[src/rtl/cam_map_pkg.sv]
// ---------------------------------------------------------------------------
// cam_map_pkg
//
// Purpose:
//   Shared encodings for the programmable key->data map (cam_map) and its
//   match/priority-encode helper (cam_map_match).
//
// Contents:
//   wr_op_e   - write-port command encodings
//   state_e   - control FSM state encodings
//   STAT_MAX  - saturation value of the optional lookup statistics counters
//   satInc32  - saturating 32-bit increment used by the statistics counters
// ---------------------------------------------------------------------------
package cam_map_pkg;

    // Write-port command codes carried on wr_op.
    typedef enum logic [1:0] {
        OP_NOP    = 2'b00,
        OP_UPSERT = 2'b01,
        OP_DELETE = 2'b10,
        OP_CLEAR  = 2'b11
    } wr_op_e;

    // RUN serves lookups and single-cycle writes; CLEAR walks the table
    // invalidating one entry per cycle.
    typedef enum logic {
        ST_RUN   = 1'b0,
        ST_CLEAR = 1'b1
    } state_e;

    localparam logic [31:0] STAT_MAX = 32'hFFFF_FFFF;

    // Increment that sticks at the all-ones value instead of wrapping.
    function automatic logic [31:0] satInc32(input logic [31:0] value);
        return (value == STAT_MAX) ? value : value + 32'd1;
    endfunction

endpackage

[src/rtl/cam_map_match.sv]
// ---------------------------------------------------------------------------
// cam_map_match
//
// Purpose:
//   Combinational compare of one key against every entry of the map,
//   followed by a lowest-index-wins priority encoder.  With i_anyValid set the
//   key compare is bypassed and the encoder simply finds the lowest set bit
//   of i_valid, which is how the parent locates a free slot (by feeding in
//   the inverted valid vector).
//
// Parameters:
//   NR_KEY   - number of entries
//   KEY_LEN  - key width
//
// Ports:
//   i_key      in   KEY_LEN          key to compare
//   i_keys     in   NR_KEY x KEY_LEN stored keys
//   i_valid    in   NR_KEY           per-entry qualifier
//   i_anyValid in   1                ignore keys, match on i_valid alone
//   o_hit      out  1                at least one entry matched
//   o_idx      out  IDX_LEN          lowest matching index (0 when no hit)
// ---------------------------------------------------------------------------
module cam_map_match #(
    parameter  int NR_KEY  = 8,
    parameter  int KEY_LEN = 4,
    localparam int IDX_LEN = $clog2(NR_KEY)
) (
    input  logic [KEY_LEN-1:0]             i_key,
    input  logic [NR_KEY-1:0][KEY_LEN-1:0] i_keys,
    input  logic [NR_KEY-1:0]              i_valid,
    input  logic                           i_anyValid,
    output logic                           o_hit,
    output logic [IDX_LEN-1:0]             o_idx
);

    logic [NR_KEY-1:0] w_match;

    // Per-entry match vector: an entry only counts if its qualifier is set.
    always_comb begin
        w_match = '0;
        for (int i = 0; i < NR_KEY; i++) begin
            w_match[i] = i_valid[i] & (i_anyValid | (i_keys[i] == i_key));
        end
    end

    // Priority encoder: scanning from the top down lets the lowest matching
    // index overwrite any higher one, so the lowest index wins.
    always_comb begin
        o_hit = |w_match;
        o_idx = '0;
        for (int i = NR_KEY - 1; i >= 0; i--) begin
            if (w_match[i]) begin
                o_idx = IDX_LEN'(i);
            end
        end
    end

endmodule

[src/rtl/cam_map.sv]
// ---------------------------------------------------------------------------
// cam_map
//
// Purpose:
//   Run-time programmable key->data map.  NR_KEY (key, data, valid) entries
//   live in registers.  A write port inserts/updates (UPSERT), removes
//   (DELETE) or wipes (CLEAR) entries; a valid/ready lookup port returns the
//   matching data, or a per-lookup default on a miss, through a one-entry
//   registered response stage.
//
// Parameters:
//   NR_KEY   - number of entries (>= 2)
//   KEY_LEN  - key width
//   DATA_LEN - data width
//
// Ports:
//   clk         in   1         clock
//   rst_n       in   1         synchronous active-low reset
//   lk_valid    in   1         lookup request
//   lk_ready    out  1         lookup accepted when lk_valid & lk_ready
//   lk_key      in   KEY_LEN   key to look up
//   lk_default  in   DATA_LEN  value returned on a miss
//   rsp_valid   out  1         lookup result valid
//   rsp_ready   in   1         consumer accepts result
//   rsp_data    out  DATA_LEN  hit data or captured default
//   rsp_hit     out  1         key matched a valid entry
//   rsp_idx     out  IDX_LEN   matching index (0 on miss)
//   wr_valid    in   1         write command
//   wr_ready    out  1         write accepted when wr_valid & wr_ready
//   wr_op       in   2         00 NOP, 01 UPSERT, 10 DELETE, 11 CLEAR
//   wr_key      in   KEY_LEN   command key
//   wr_data     in   DATA_LEN  command data (UPSERT only)
//   wr_done     out  1         one-cycle pulse the cycle after completion
//   wr_ok       out  1         command status, valid with wr_done
//   count       out  CNT_LEN   number of valid entries
//   full        out  1         count == NR_KEY
//   hit_cnt     out  32        (CAM_MAP_STATS_EN only) saturating hit count
//   miss_cnt    out  32        (CAM_MAP_STATS_EN only) saturating miss count
//
// Configuration:
//   CAM_MAP_STATS_EN - when defined, adds the hit_cnt/miss_cnt statistics
//                      ports and counters.
// ---------------------------------------------------------------------------
module cam_map
    import cam_map_pkg::*;
#(
    parameter  int NR_KEY   = 8,
    parameter  int KEY_LEN  = 4,
    parameter  int DATA_LEN = 8,
    localparam int IDX_LEN  = $clog2(NR_KEY),
    localparam int CNT_LEN  = $clog2(NR_KEY + 1)
) (
    input  logic                clk,
    input  logic                rst_n,
    input  logic                lk_valid,
    output logic                lk_ready,
    input  logic [KEY_LEN-1:0]  lk_key,
    input  logic [DATA_LEN-1:0] lk_default,
    output logic                rsp_valid,
    input  logic                rsp_ready,
    output logic [DATA_LEN-1:0] rsp_data,
    output logic                rsp_hit,
    output logic [IDX_LEN-1:0]  rsp_idx,
    input  logic                wr_valid,
    output logic                wr_ready,
    input  logic [1:0]          wr_op,
    input  logic [KEY_LEN-1:0]  wr_key,
    input  logic [DATA_LEN-1:0] wr_data,
    output logic                wr_done,
    output logic                wr_ok,
    output logic [CNT_LEN-1:0]  count,
    output logic                full
`ifdef CAM_MAP_STATS_EN
    ,
    output logic [31:0]         hit_cnt,
    output logic [31:0]         miss_cnt
`endif
);

    // ------------------------------------------------------------------
    // Storage and control state
    // ------------------------------------------------------------------
    state_e                          r_state;
    state_e                          w_stateNext;
    logic [IDX_LEN-1:0]              r_clrIdx;

    logic [NR_KEY-1:0]               r_valid;
    logic [NR_KEY-1:0][KEY_LEN-1:0]  r_keys;
    logic [NR_KEY-1:0][DATA_LEN-1:0] r_data;
    logic [CNT_LEN-1:0]              r_count;

    logic                            r_rspValid;
    logic                            r_rspHit;
    logic [IDX_LEN-1:0]              r_rspIdx;
    logic [DATA_LEN-1:0]             r_rspData;

    logic                            r_wrDone;
    logic                            r_wrOk;

    // ------------------------------------------------------------------
    // Combinational helpers
    // ------------------------------------------------------------------
    logic                            w_lkHit;
    logic [IDX_LEN-1:0]              w_lkIdx;
    logic                            w_wrHit;
    logic [IDX_LEN-1:0]              w_wrIdx;
    logic                            w_freeHit;
    logic [IDX_LEN-1:0]              w_freeIdx;
    logic                            w_lkFire;
    logic                            w_wrFire;
    logic                            w_clrLast;
    logic                            w_full;

    assign w_lkFire  = lk_valid & lk_ready;
    assign w_wrFire  = wr_valid & wr_ready;
    assign w_clrLast = (r_clrIdx == IDX_LEN'(NR_KEY - 1));
    assign w_full    = (r_count == CNT_LEN'(NR_KEY));

    assign rsp_valid = r_rspValid;
    assign rsp_hit   = r_rspHit;
    assign rsp_idx   = r_rspIdx;
    assign rsp_data  = r_rspData;
    assign wr_done   = r_wrDone;
    assign wr_ok     = r_wrOk;
    assign count     = r_count;
    assign full      = w_full;

    // Lookup path: sees the table as registered, so a write accepted in the
    // same cycle only becomes visible to later lookups.
    cam_map_match #(
        .NR_KEY     (NR_KEY),
        .KEY_LEN    (KEY_LEN)
    ) u_lkMatch (
        .i_key      (lk_key),
        .i_keys     (r_keys),
        .i_valid    (r_valid),
        .i_anyValid (1'b0),
        .o_hit      (w_lkHit),
        .o_idx      (w_lkIdx)
    );

    // Write path: presence check for UPSERT/DELETE.
    cam_map_match #(
        .NR_KEY     (NR_KEY),
        .KEY_LEN    (KEY_LEN)
    ) u_wrMatch (
        .i_key      (wr_key),
        .i_keys     (r_keys),
        .i_valid    (r_valid),
        .i_anyValid (1'b0),
        .o_hit      (w_wrHit),
        .o_idx      (w_wrIdx)
    );

    // Free-slot search: the same encoder run over the inverted valid bits
    // yields the lowest-index empty entry; no hit means the table is full.
    cam_map_match #(
        .NR_KEY     (NR_KEY),
        .KEY_LEN    (KEY_LEN)
    ) u_freeSlot (
        .i_key      (wr_key),
        .i_keys     (r_keys),
        .i_valid    (~r_valid),
        .i_anyValid (1'b1),
        .o_hit      (w_freeHit),
        .o_idx      (w_freeIdx)
    );

    // ------------------------------------------------------------------
    // FSM: state register
    // ------------------------------------------------------------------
    always_ff @(posedge clk) begin
        if (!rst_n) begin
            r_state <= ST_RUN;
        end else begin
            r_state <= w_stateNext;
        end
    end

    // ------------------------------------------------------------------
    // FSM: next state.  A CLEAR runs for exactly NR_KEY cycles, leaving on
    // the cycle that invalidates the last entry.
    // ------------------------------------------------------------------
    always_comb begin
        w_stateNext = r_state;
        case (r_state)
            ST_RUN: begin
                if (w_wrFire && (wr_op == OP_CLEAR)) begin
                    w_stateNext = ST_CLEAR;
                end
            end
            ST_CLEAR: begin
                if (w_clrLast) begin
                    w_stateNext = ST_RUN;
                end
            end
            default: w_stateNext = ST_RUN;
        endcase
    end

    // ------------------------------------------------------------------
    // FSM: outputs.  The response stage is a single register, so a new
    // lookup may enter whenever the current result leaves in the same cycle.
    // ------------------------------------------------------------------
    always_comb begin
        wr_ready = 1'b0;
        lk_ready = 1'b0;
        if (r_state == ST_RUN) begin
            wr_ready = 1'b1;
            lk_ready = !r_rspValid || rsp_ready;
        end
    end

    // Clear walker: restarts from entry 0 on every CLEAR accept.
    always_ff @(posedge clk) begin
        if (!rst_n) begin
            r_clrIdx <= '0;
        end else if (r_state == ST_CLEAR) begin
            r_clrIdx <= w_clrLast ? '0 : r_clrIdx + IDX_LEN'(1);
        end else if (w_wrFire && (wr_op == OP_CLEAR)) begin
            r_clrIdx <= '0;
        end
    end

    // Valid bits, occupancy and write completion.  Every command except
    // CLEAR completes in the accept cycle; CLEAR completes on its last walk
    // cycle, which is also when occupancy drops to zero.
    always_ff @(posedge clk) begin
        if (!rst_n) begin
            r_valid  <= '0;
            r_count  <= '0;
            r_wrDone <= 1'b0;
            r_wrOk   <= 1'b0;
        end else begin
            r_wrDone <= 1'b0;
            r_wrOk   <= 1'b0;
            if (r_state == ST_CLEAR) begin
                r_valid[r_clrIdx] <= 1'b0;
                if (w_clrLast) begin
                    r_count  <= '0;
                    r_wrDone <= 1'b1;
                    r_wrOk   <= 1'b1;
                end
            end else if (w_wrFire) begin
                case (wr_op)
                    OP_NOP: begin
                        r_wrDone <= 1'b1;
                        r_wrOk   <= 1'b1;
                    end
                    OP_UPSERT: begin
                        r_wrDone <= 1'b1;
                        if (w_wrHit) begin
                            r_wrOk <= 1'b1;
                        end else if (w_freeHit) begin
                            r_valid[w_freeIdx] <= 1'b1;
                            r_count            <= r_count + CNT_LEN'(1);
                            r_wrOk             <= 1'b1;
                        end
                    end
                    OP_DELETE: begin
                        r_wrDone <= 1'b1;
                        if (w_wrHit) begin
                            r_valid[w_wrIdx] <= 1'b0;
                            r_count          <= r_count - CNT_LEN'(1);
                            r_wrOk           <= 1'b1;
                        end
                    end
                    default: begin
                    end
                endcase
            end
        end
    end

    // Key/data payload has no reset: an entry is only ever read while its
    // valid bit is set, and that bit is written together with the payload.
    always_ff @(posedge clk) begin
        if (rst_n && w_wrFire && (wr_op == OP_UPSERT)) begin
            if (w_wrHit) begin
                r_data[w_wrIdx] <= wr_data;
            end else if (w_freeHit) begin
                r_keys[w_freeIdx] <= wr_key;
                r_data[w_freeIdx] <= wr_data;
            end
        end
    end

    // Response register: loads on accept, otherwise empties when consumed
    // and holds its fields while back-pressured.  This keeps draining during
    // CLEAR because only acceptance is blocked there.
    always_ff @(posedge clk) begin
        if (!rst_n) begin
            r_rspValid <= 1'b0;
            r_rspHit   <= 1'b0;
            r_rspIdx   <= '0;
            r_rspData  <= '0;
        end else if (w_lkFire) begin
            r_rspValid <= 1'b1;
            r_rspHit   <= w_lkHit;
            r_rspIdx   <= w_lkHit ? w_lkIdx : '0;
            r_rspData  <= w_lkHit ? r_data[w_lkIdx] : lk_default;
        end else if (rsp_ready) begin
            r_rspValid <= 1'b0;
        end
    end

`ifdef CAM_MAP_STATS_EN
    logic [31:0] r_hitCnt;
    logic [31:0] r_missCnt;

    assign hit_cnt  = r_hitCnt;
    assign miss_cnt = r_missCnt;

    // Lookup statistics, restarted by reset and by a completed CLEAR.
    // Lookups are never accepted during CLEAR, so the two cannot collide.
    always_ff @(posedge clk) begin
        if (!rst_n) begin
            r_hitCnt  <= '0;
            r_missCnt <= '0;
        end else if ((r_state == ST_CLEAR) && w_clrLast) begin
            r_hitCnt  <= '0;
            r_missCnt <= '0;
        end else if (w_lkFire) begin
            if (w_lkHit) begin
                r_hitCnt <= satInc32(r_hitCnt);
            end else begin
                r_missCnt <= satInc32(r_missCnt);
            end
        end
    end
`endif

endmodule

[config.mk]
export PLATFORM = sky130hd
export DESIGN_NAME = cam_map
export DESIGN_NICKNAME = d
export VERILOG_FILES = /design/src/rtl/cam_map_pkg.sv /design/src/rtl/cam_map_match.sv /design/src/rtl/cam_map.sv
export SDC_FILE = /design/constraint.sdc
export NUM_CORES = 1
export LEC_CHECK = 0
export ABC_AREA = 1
export ABC_CLOCK_PERIOD_IN_PS = 5620
export BUFFER_PORTS_ARGS = -buffer_cell sky130_fd_sc_hd__buf_4
export CAP_MARGIN = 20
export CORE_ASPECT_RATIO = 1.5
export CORE_UTILIZATION = 52
export CTS_CLUSTER_DIAMETER = 60
export DETAILED_ROUTE_END_ITERATION = 8
export PLACE_DENSITY = 0.7
export SYNTH_ARGS = -nofsm -noshare
export SYNTH_HDL_FRONTEND = slang
export SYNTH_SLANG_ARGS = --single-unit
[constraint.sdc]
create_clock -name clk -period 5.62 [get_ports clk]
set_clock_uncertainty 0.2 [all_clocks]
set_input_delay 0 -clock clk [delete_from_list [all_inputs] [get_ports clk]]
set_output_delay 0 -clock clk [all_outputs]
set_load 0.05 [all_outputs]
==> key figures, run 1 <==
Critical path
  • Worst-path fanout max: 13
  • Worst setup SP type: primary input
  • Worst-path cell chain: dlygate4sd3_1 -> buf_4 -> inv_2 -> o22ai_1 -> nor2_1 -> nand2_1 -> nor2_1 -> inv_1 -> nand2_1 -> inv_2 -> nor3_1 -> nand2_1 -> o21ai_0 -> inv_2 -> nor2_1
  • Critical path capture point type: flip-flop
  • R2r worst-path depth: 13
  • Slowest CP cell: nor2_1
  • Crit Path Class: in2reg
  • Reg2reg end: r_data[60]$_DFFE_PP_
  • Reg-to-Reg Start: r_keys[27]$_DFFE_PP_
  • CP bufs+invs: 6
  • Crit-path max cell delay: 0.55 ns
  • Worst EP arrival: 3.10 ns
  • Top Family by Delay on Critical Path: simple AND/OR/NAND/NOR gates
  • FF-to-FF setup slack: 2.44 ns
  • Worst EP required: 5.47 ns

Timing
  • Fin. max-slew vios: 0
  • Final setup fails: 0
  • RSZ-0062 raised after global routing: false
  • Worst Tran Pin Value: 0.8444 ns
  • WHS: 0.2427 ns
  • Fin crit share: 57.95%
  • Tmin final: 3.257 ns
  • Fmax: 0.3070 GHz
  • Sum Neg Setup Slack: 0 ns
  • Worst slew margin: 43.28%
  • Final hold viol count: 0

Clocking
  • CTS resizes: 0
  • TritonCTS sink count: 127
  • Maximum clock path buffer count: 2
  • CTS tree: built
  • Hold_buf cts: 30
  • Post-CTS Setup Bufs: 0
  • Worst skew pair latency: 0.42 ns
  • Clock Pin Slew Worst Setup and Hold Paths: 0.06 ns
  • CTS root buf: clkbuf_16
  • H-Tree Depth: 4
  • CTS buffer count: 17

Floorplan
  • Core area: 0.01353 mm²
  • Die Ht: 146.7 µm
  • Starting Density: 53.62%
  • Die X-Extent: 98.45 µm
  • Die area: 0.01444 mm²
  • Num ports: 53
  • Row count: 52

Finish
  • Share of cells above drive strength 1: 15.05%
  • Final Non-Filler Cells: 1139
  • Final #Nets: 1000
  • Layout area overhead: 18.02%
  • ANT cells: 0

Placed design
  • PortBufs: 52
  • Placed Cells: 1077
  • Hpwl dp: 14380 µm
  • Placer Congestion: 0.9547

Logic synthesis
  • Top-area cell type share of the netlist area: 39.73%
  • Async S/R FF share, synth: 0%
  • Cells after Synth: 889
  • Synth top area cells: edfxtp_1, dfxtp_1, nand2_1
  • Synth top cells by count: nand2_1, inv_1, nor2_1
  • Post-synth EDFFs: 96
  • Most common cell in the netlist: nand2_1
  • Area leader, netlist: edfxtp_1
  • Syn Nets: 925
  • Seq/Total Area, Yosys: 48.28%
  • Yosys warns: 0
  • Synth Flop Type: edfxtp_1
  • Area of the mapped netlist: 0.007256 mm²
  • #FFs+latches synth: 127
  • Syn_area_per_cell: 8.162 µm²
  • Post-synth cell types: 47

Routing
  • First-pass detailed-route iteration total: 9
  • DR WL/cell: 17.69 µm
  • Vias: 6347
  • Detailed Route Iter0 Violations: 450
  • DRC viols: 2
  • ANT nets after route: 0
  • Total Wirelength: 20150 µm
  • Avg Vias per Cell: 5.572

Global routing
  • First-pass GRT wire length: 31780 µm
  • Largest net degree at the start of global routing: 35
  • Initial antenna violation count: 0
  • Via count of the first global-routing pass: 6219
  • Global-route usage over all layers: 29.22%
  • GRT overflow: 0

Hold path
  • Hold path cells: 2
  • WHS Endpoint: r_keys[9]$_DFFE_PP_
  • Worst hold path class: in2reg
  • Hold_sp: wr_key[1]

Power and ir drop
  • Leak pwr: 3.745 nW
  • Max IR drop VDD: 0.0001908 V
  • Power density over cell area: 282.7 mW/mm²

Outcome
  • Status: finished, violations left
  • Failing checks: design-rule violations

Job
  • Max-Cap Viols: 0
[area by class of cell]
cell class	count	area, µm²
Fill cell	1149	4970
Sequential cell	127	3503
Multi-Input combinational cell	583	2997
Timing Repair Buffer	82	690.7
Inverter	153	575.6
Clock buffer	21	508.0
Tap cell	162	202.7
Clock inverter	11	86.33
[layer usage]
layer / vias up / wire (µm) / global-route usage (%) / part of all wire (%)
met2: 224 / 10590 / 53.35 / 53
met4: 0 / 1090 / 18.51 / 5.4
li1: 3106 / - / - / -
met1: 2952 / 7512 / 31.22 / 37
met5: - / 0 / 0 / 0
met3: 65 / 953 / 4.260 / 4.7
[sequential cells by signal (all words and copies together) (netlist names)]
signal / flops
rsp_idx: 3
wr_ok: 1
r_valid: 8
rsp_valid: 1
rsp_data: 8
r_keys: 32
r_clrIdx: 3
r_state: 1
count: 4
wr_done: 1
r_data: 64
rsp_hit: 1
[layout by cell type, fill, tap and decap left out, types with 3 or more instances in the layout]
cell type / n
inv_1: 133
nor2_4: 3
o22ai_1: 14
inv_6: 4
a21oi_2: 3
o311ai_0: 6
inv_2: 15
dfxtp_1: 31
nand3_2: 9
clkbuf_16: 20
clkinv_1: 4
nand3_1: 95
xnor2_1: 7
nor3_1: 14
o21ai_1: 7
dlygate4sd3_1: 30
o21ai_2: 4
ha_1: 4
a21oi_1: 47
nand2_2: 13
nand4_1: 5
buf_4: 52
nand2_1: 135
nand3b_1: 9
or2_0: 3
xor2_1: 7
o21ai_0: 41
nand2_4: 3
edfxtp_1: 96
inv_4: 4
clkinv_4: 3
nor2_1: 131
nor2_2: 3
[cells by family (layout without fill, tap and decap cells)]
group                      Yosys count  in the layout  share of synthesized area, %
AOI/OAI and AO/OA                  137            137                         11.33
xor gates and xnor gates            14             14                         1.690
adders and majority gates            5              5                        0.9657
buffers and inverters              179            267                         10.42
DFF                                127            127                         48.28
and+or+nand+nor                    427            427                         27.32
[per-stage QoR]
| step | utilization [%] | total power, mW | setup slack [ns] | area (µm²) |
|---|---|---|---|---|
| CTS | 63.28 | 2.430 | 2.410 | 8563 |
| global placement | 56.67 | 1.330 | 2.449 | 7669 |
| detailed placement | 56.67 | 1.332 | 2.475 | 7669 |
| finish | 63.28 | 2.421 | 2.363 | 8563 |
| floorplan | - | 1.243 | 3.075 | 7256 |
| global route | 63.28 | 2.502 | 2.062 | 8563 |
[power breakdown]
| part | leakage (nW) | switching, mW | internal (mW) | total [mW] |
|---|---|---|---|---|
| clock network | 0.299 | 0.432 | 0.657 | 1.09 |
| registers | 1.13 | 0.0198 | 1.02 | 1.04 |
| logic | 2.31 | 0.196 | 0.0932 | 0.290 |
[worst max-delay path by stage]
| stage | start | to | slack, ns | depth (start not counted) |
|---|---|---|---|---|
| 2_1_floorplan | r_keys[26]$_DFFE_PP_ | r_data[40]$_DFFE_PP_ | 3.07 | 12 |
| 3_3_place_gp | r_keys[27]$_DFFE_PP_ | r_data[60]$_DFFE_PP_ | 2.45 | 13 |
| 3_5_place_dp | r_keys[27]$_DFFE_PP_ | r_data[60]$_DFFE_PP_ | 2.48 | 13 |
| 4_1_cts | wr_key[1] | r_data[63]$_DFFE_PP_ | 2.41 | 15 |
| 5_1_grt | wr_key[1] | r_data[25]$_DFFE_PP_ | 2.06 | 17 |
| 6_report | wr_key[1] | r_data[60]$_DFFE_PP_ | 2.36 | 15 |
(Power assumes the default switching activity.)
==> run 2: changes to the inputs <==
--- a/config.mk
+++ b/config.mk
@@ -5,15 +5,15 @@
 export SDC_FILE = /design/constraint.sdc
 export NUM_CORES = 1
 export LEC_CHECK = 0
-export ABC_AREA = 1
-export ABC_CLOCK_PERIOD_IN_PS = 5620
+export ABC_AREA = 0
+export ABC_CLOCK_PERIOD_IN_PS = 2900
 export BUFFER_PORTS_ARGS = -buffer_cell sky130_fd_sc_hd__buf_4
 export CAP_MARGIN = 20
 export CORE_ASPECT_RATIO = 1.5
 export CORE_UTILIZATION = 52
 export CTS_CLUSTER_DIAMETER = 60
 export DETAILED_ROUTE_END_ITERATION = 8
-export PLACE_DENSITY = 0.7
+export PLACE_DENSITY = 0.73
 export SYNTH_ARGS = -nofsm -noshare
 export SYNTH_HDL_FRONTEND = slang
 export SYNTH_SLANG_ARGS = --single-unit
==> constraint.sdc (replaced) <==
create_clock -name clk -period 2.9 [get_ports clk]
set_clock_uncertainty 0.2 [all_clocks]
set_input_delay 0 -clock clk [delete_from_list [all_inputs] [get_ports clk]]
set_output_delay 0 -clock clk [all_outputs]
set_load 0.05 [all_outputs]
==> run 2 against run 1 <==
Net effect:
- the run now ends clean
- cell count is 23% lower
- synthesized cell count fell by 34%
- sequential power grew 89%
- critical endpoint is now r_data[36]$_DFFE_PP_
- highest routed layer unchanged
- via count shrank 20%
==> key figures, run 2 <==
Outcome
  • Status: complete, no violations (was finished, violations left)

Finish
  • Most flop-heavy register: r_data (unchanged)
  • Layout area overhead: 25.65% (was 18.02%)
  • Share of cells above drive strength 1: 21.24% (was 15.05%)
  • ANT cells: 0 (unchanged)
  • Multi-input combinational cell area: 0.003035 mm² (was 0.002997 mm²)
  • Layout fillers: 912 (was 1149)
  • Most frequent cells in the layout: buf_4, edfxtp_1, and2_1 (was nand2_1, inv_1, nor2_1)
  • Final #Nets: 748 (was 1000)
  • FF/Latch Area: 0.003503 mm² (unchanged)
  • Largest regs: r_data (64), r_keys (32) (unchanged)
  • Max reg flops: 64 (unchanged)

Timing
  • Fin crit share: 97.14%
  • Final setup margin: 0.08281 ns (was 2.363 ns)
  • Final setup fails: 0 (unchanged)
  • Tmin final: 2.817 ns
  • Fmax: 0.3550 GHz
  • Worst slew margin: 59.79% (was 43.28%)
  • Fin. max-slew vios: 0 (unchanged)
  • Final hold viol count: 0 (unchanged)
  • Worst Tran Pin Value: 0.6005 ns (was 0.8444 ns)

Hold path
  • Worst hold path class: in2reg (unchanged)

Power and ir drop
  • Leak pwr: 3.000 nW (was 3.745 nW)
  • Final Power: 4.244 mW (was 2.421 mW)
  • Power density over cell area: 508.3 mW/mm² (was 282.7 mW/mm²)
  • Max IR drop VDD: 0.0004146 V (was 0.0001908 V)

Floorplan
  • Num ports: 53 (unchanged)
  • Die area: 0.01324 mm² (was 0.01444 mm²)
  • Starting Density: 53.37% (was 53.62%)
  • Core area: 0.01245 mm² (was 0.01353 mm²)
  • Die Ht: 140.4 µm (was 146.7 µm)
  • Row count: 50 (was 52)
  • Die X-Extent: 94.29 µm (was 98.45 µm)

Global routing
  • Initial antenna violation count: 0 (unchanged)
  • First-pass GRT wire length: 26730 µm (was 31780 µm)
  • Largest net degree at the start of global routing: 23 (was 35)
  • GRT overflow: 0 (unchanged)
  • Via count of the first global-routing pass: 5229 (was 6219)
  • Global-route usage over all layers: 27.08% (was 29.22%)

Routing
  • Detailed Route Iter0 Violations: 239 (was 450)
  • Vias: 5065 (was 6347)
  • ANT nets after route: 0 (unchanged)
  • Total Wirelength: 17060 µm (was 20150 µm)
  • Avg Vias per Cell: 5.749 (was 5.572)
  • First-pass detailed-route iteration total: 5 (was 9)
  • DRC viols: 0 (was 2)
  • DR WL/cell: 19.36 µm (was 17.69 µm)

Logic synthesis
  • Synth Area in XOR/XNOR: 8.305% (was 1.690%)
  • #FFs+latches synth: 127 (unchanged)
  • Post-synth EDFFs: 96 (unchanged)
  • Compound-cell area share of the yosys netlist: 11.60% (was 11.33%)
  • Syn Nets: 627 (was 925)
  • Adder-cell share of the synthesized area: 1.055% (was 0.9657%)
  • Yosys warns: 0 (unchanged)
  • Area of the mapped netlist: 0.006644 mm² (was 0.007256 mm²)
  • Async S/R FF share, synth: 0% (unchanged)
  • Area leader, netlist: edfxtp_1 (unchanged)
  • Top-area cell type share of the netlist area: 43.39% (was 39.73%)
  • Most common cell in the netlist: edfxtp_1 (was nand2_1)
  • Synth Area in Simple Gates: 18.85% (was 27.32%)
  • Seq/Total Area, Yosys: 52.73% (was 48.28%)
  • Post-synth cell types: 65 (was 47)
  • Syn_area_per_cell: 11.24 µm² (was 8.162 µm²)
  • Synth top area cells: edfxtp_1, dfxtp_1, and2_1 (was edfxtp_1, dfxtp_1, nand2_1)
  • Mux cell area share after synthesis: 4.444% (was 0%)
  • Largest family of logic cells by synthesized area: simple AND/OR/NAND/NOR gates (unchanged)
  • Synth top cells by count: edfxtp_1, and2_1, xor2_1 (was nand2_1, inv_1, nor2_1)
  • Synth Flop Type: edfxtp_1 (unchanged)
  • Cells after Synth: 591 (was 889)

Placed design
  • Post-Place Worst Slack: -0.04575 ns (was 2.475 ns)
  • Placer Congestion: 0.9261 (was 0.9547)
  • PortBufs: 52 (unchanged)
  • Hpwl dp: 12230 µm (was 14380 µm)

Critical path
  • Crit Path Class: reg2reg (was in2reg)
  • Worst setup SP type: flip-flop (was primary input)
  • Worst EP required: 2.81 ns (was 5.47 ns)
  • Worst EP arrival: 2.73 ns (was 3.10 ns)
  • Worst-path fanout max: 8 (was 13)
  • Critical path capture point type: flip-flop (unchanged)

Clocking
  • H-Tree Depth: 4 (unchanged)
  • CTS root buf: clkbuf_16 (unchanged)
  • CTS buffer count: 17 (unchanged)
  • CTS tree: built (unchanged)
  • Clock Pin Slew Worst Setup and Hold Paths: 0.06 ns (about the same)
  • Worst skew pair latency: 0.41 ns (was 0.42 ns)
  • Maximum clock path buffer count: 2 (unchanged)
  • TritonCTS sink count: 127 (unchanged)

Job
  • Max-Cap Viols: 0 (unchanged)
## run 2: cell types whose count changed after synthesis, sizes merged, moves of 63 or more
cell	before	now
inv	148	15
nand3	104	19
nand2	151	27
and2	0	63
nor2	137	24
## run 2: cell families (layout without fill, tap and decap cells)
| group | count (synthesis) | in the layout |
|---|---|---|
| muxes | 29 | 29 |
| and+or+nand+nor | 218 | 219 |
| xor gates and xnor gates | 63 | 63 |
| buffers and inverters | 40 | 173 |
| DFF | 127 | 127 |
| AOI/OAI and AO/OA | 109 | 109 |
| adders and majority gates | 5 | 5 |
## run 2: path summary, 6_finish.rpt
check | cells past startpoint | end | slack (ns) | startpoint
max | 9 | r_data[36]$_DFFE_PP_ | 0.08 | r_keys[24]$_DFFE_PP_
min | 4 | rsp_data[6]$_SDFFE_PN0P_ | 0.17 | lk_default[6]
max reg2reg | 9 | r_data[36]$_DFFE_PP_ | 0.08 | r_keys[24]$_DFFE_PP_
min reg2reg | 2 | rsp_idx[0]$_SDFFE_PN0P_ | 0.25 | rsp_idx[0]$_SDFFE_PN0P_
## run 2: cell type report
cell class,count,area share (%)
clock buffers,20,5.231
repair buffers,125,12.25
well taps,156,2.338
flip-flops and latches,127,41.97
clock inverters,12,1.139
multi-input cells,425,36.36
inverters,16,0.7194
## run 2: routing by layer
| layer | vias up | GRT usage, % | part of all wire (%) |
|---|---|---|---|
| met5 | - | 0 | 0 |
| met4 | 0 | 13.60 | 4.1 |
| li1 | 2409 | - | - |
| met2 | 159 | 50.72 | 56 |
| met1 | 2455 | 28.02 | 36 |
| met3 | 42 | 4.723 | 3.9 |
## run 2: critical path, cell delays in order (launching register included)
cell and delay (ns):
edfxtp_1 0.42, xor2_1 0.16, nor3_1 0.21, nand3_1 0.15, a211oi_1 0.35, o21ai_2 0.14
and2_2 0.28, o22ai_1 0.25, nor2b_1 0.17, buf_4 0.18
## run 2: through the flow
stage	util, %	instance area [µm²]	hold slack (ns)	setup TNS, ns	instances
after floorplan	-	6650	-0.1011	0	591
final	67.06	8348	0.1693	0	881
after detailed placement	59.69	7431	0.04299	-0.3648	818
after global routing	67.06	8348	0.1960	-0.1864	881
after global placement	59.69	7431	0.03779	0	818
after CTS	66.27	8250	0.1638	0	877
## run 2: report_power, final
group | internal [mW] | switching (mW) | total (mW)
clock | 1.17 | 0.755 | 1.92
sequential | 1.96 | 0.0132 | 1.97
combinational | 0.141 | 0.208 | 0.349
## run 2: timing repair
item	4_1_cts	5_1_grt
setup endpoints to repair	26	118
gates resized for setup	4	14
gates cloned	0	1
hold buffers	27	0
setup buffers	0	3
hold endpoints to repair	127	0
pin swaps	0	2
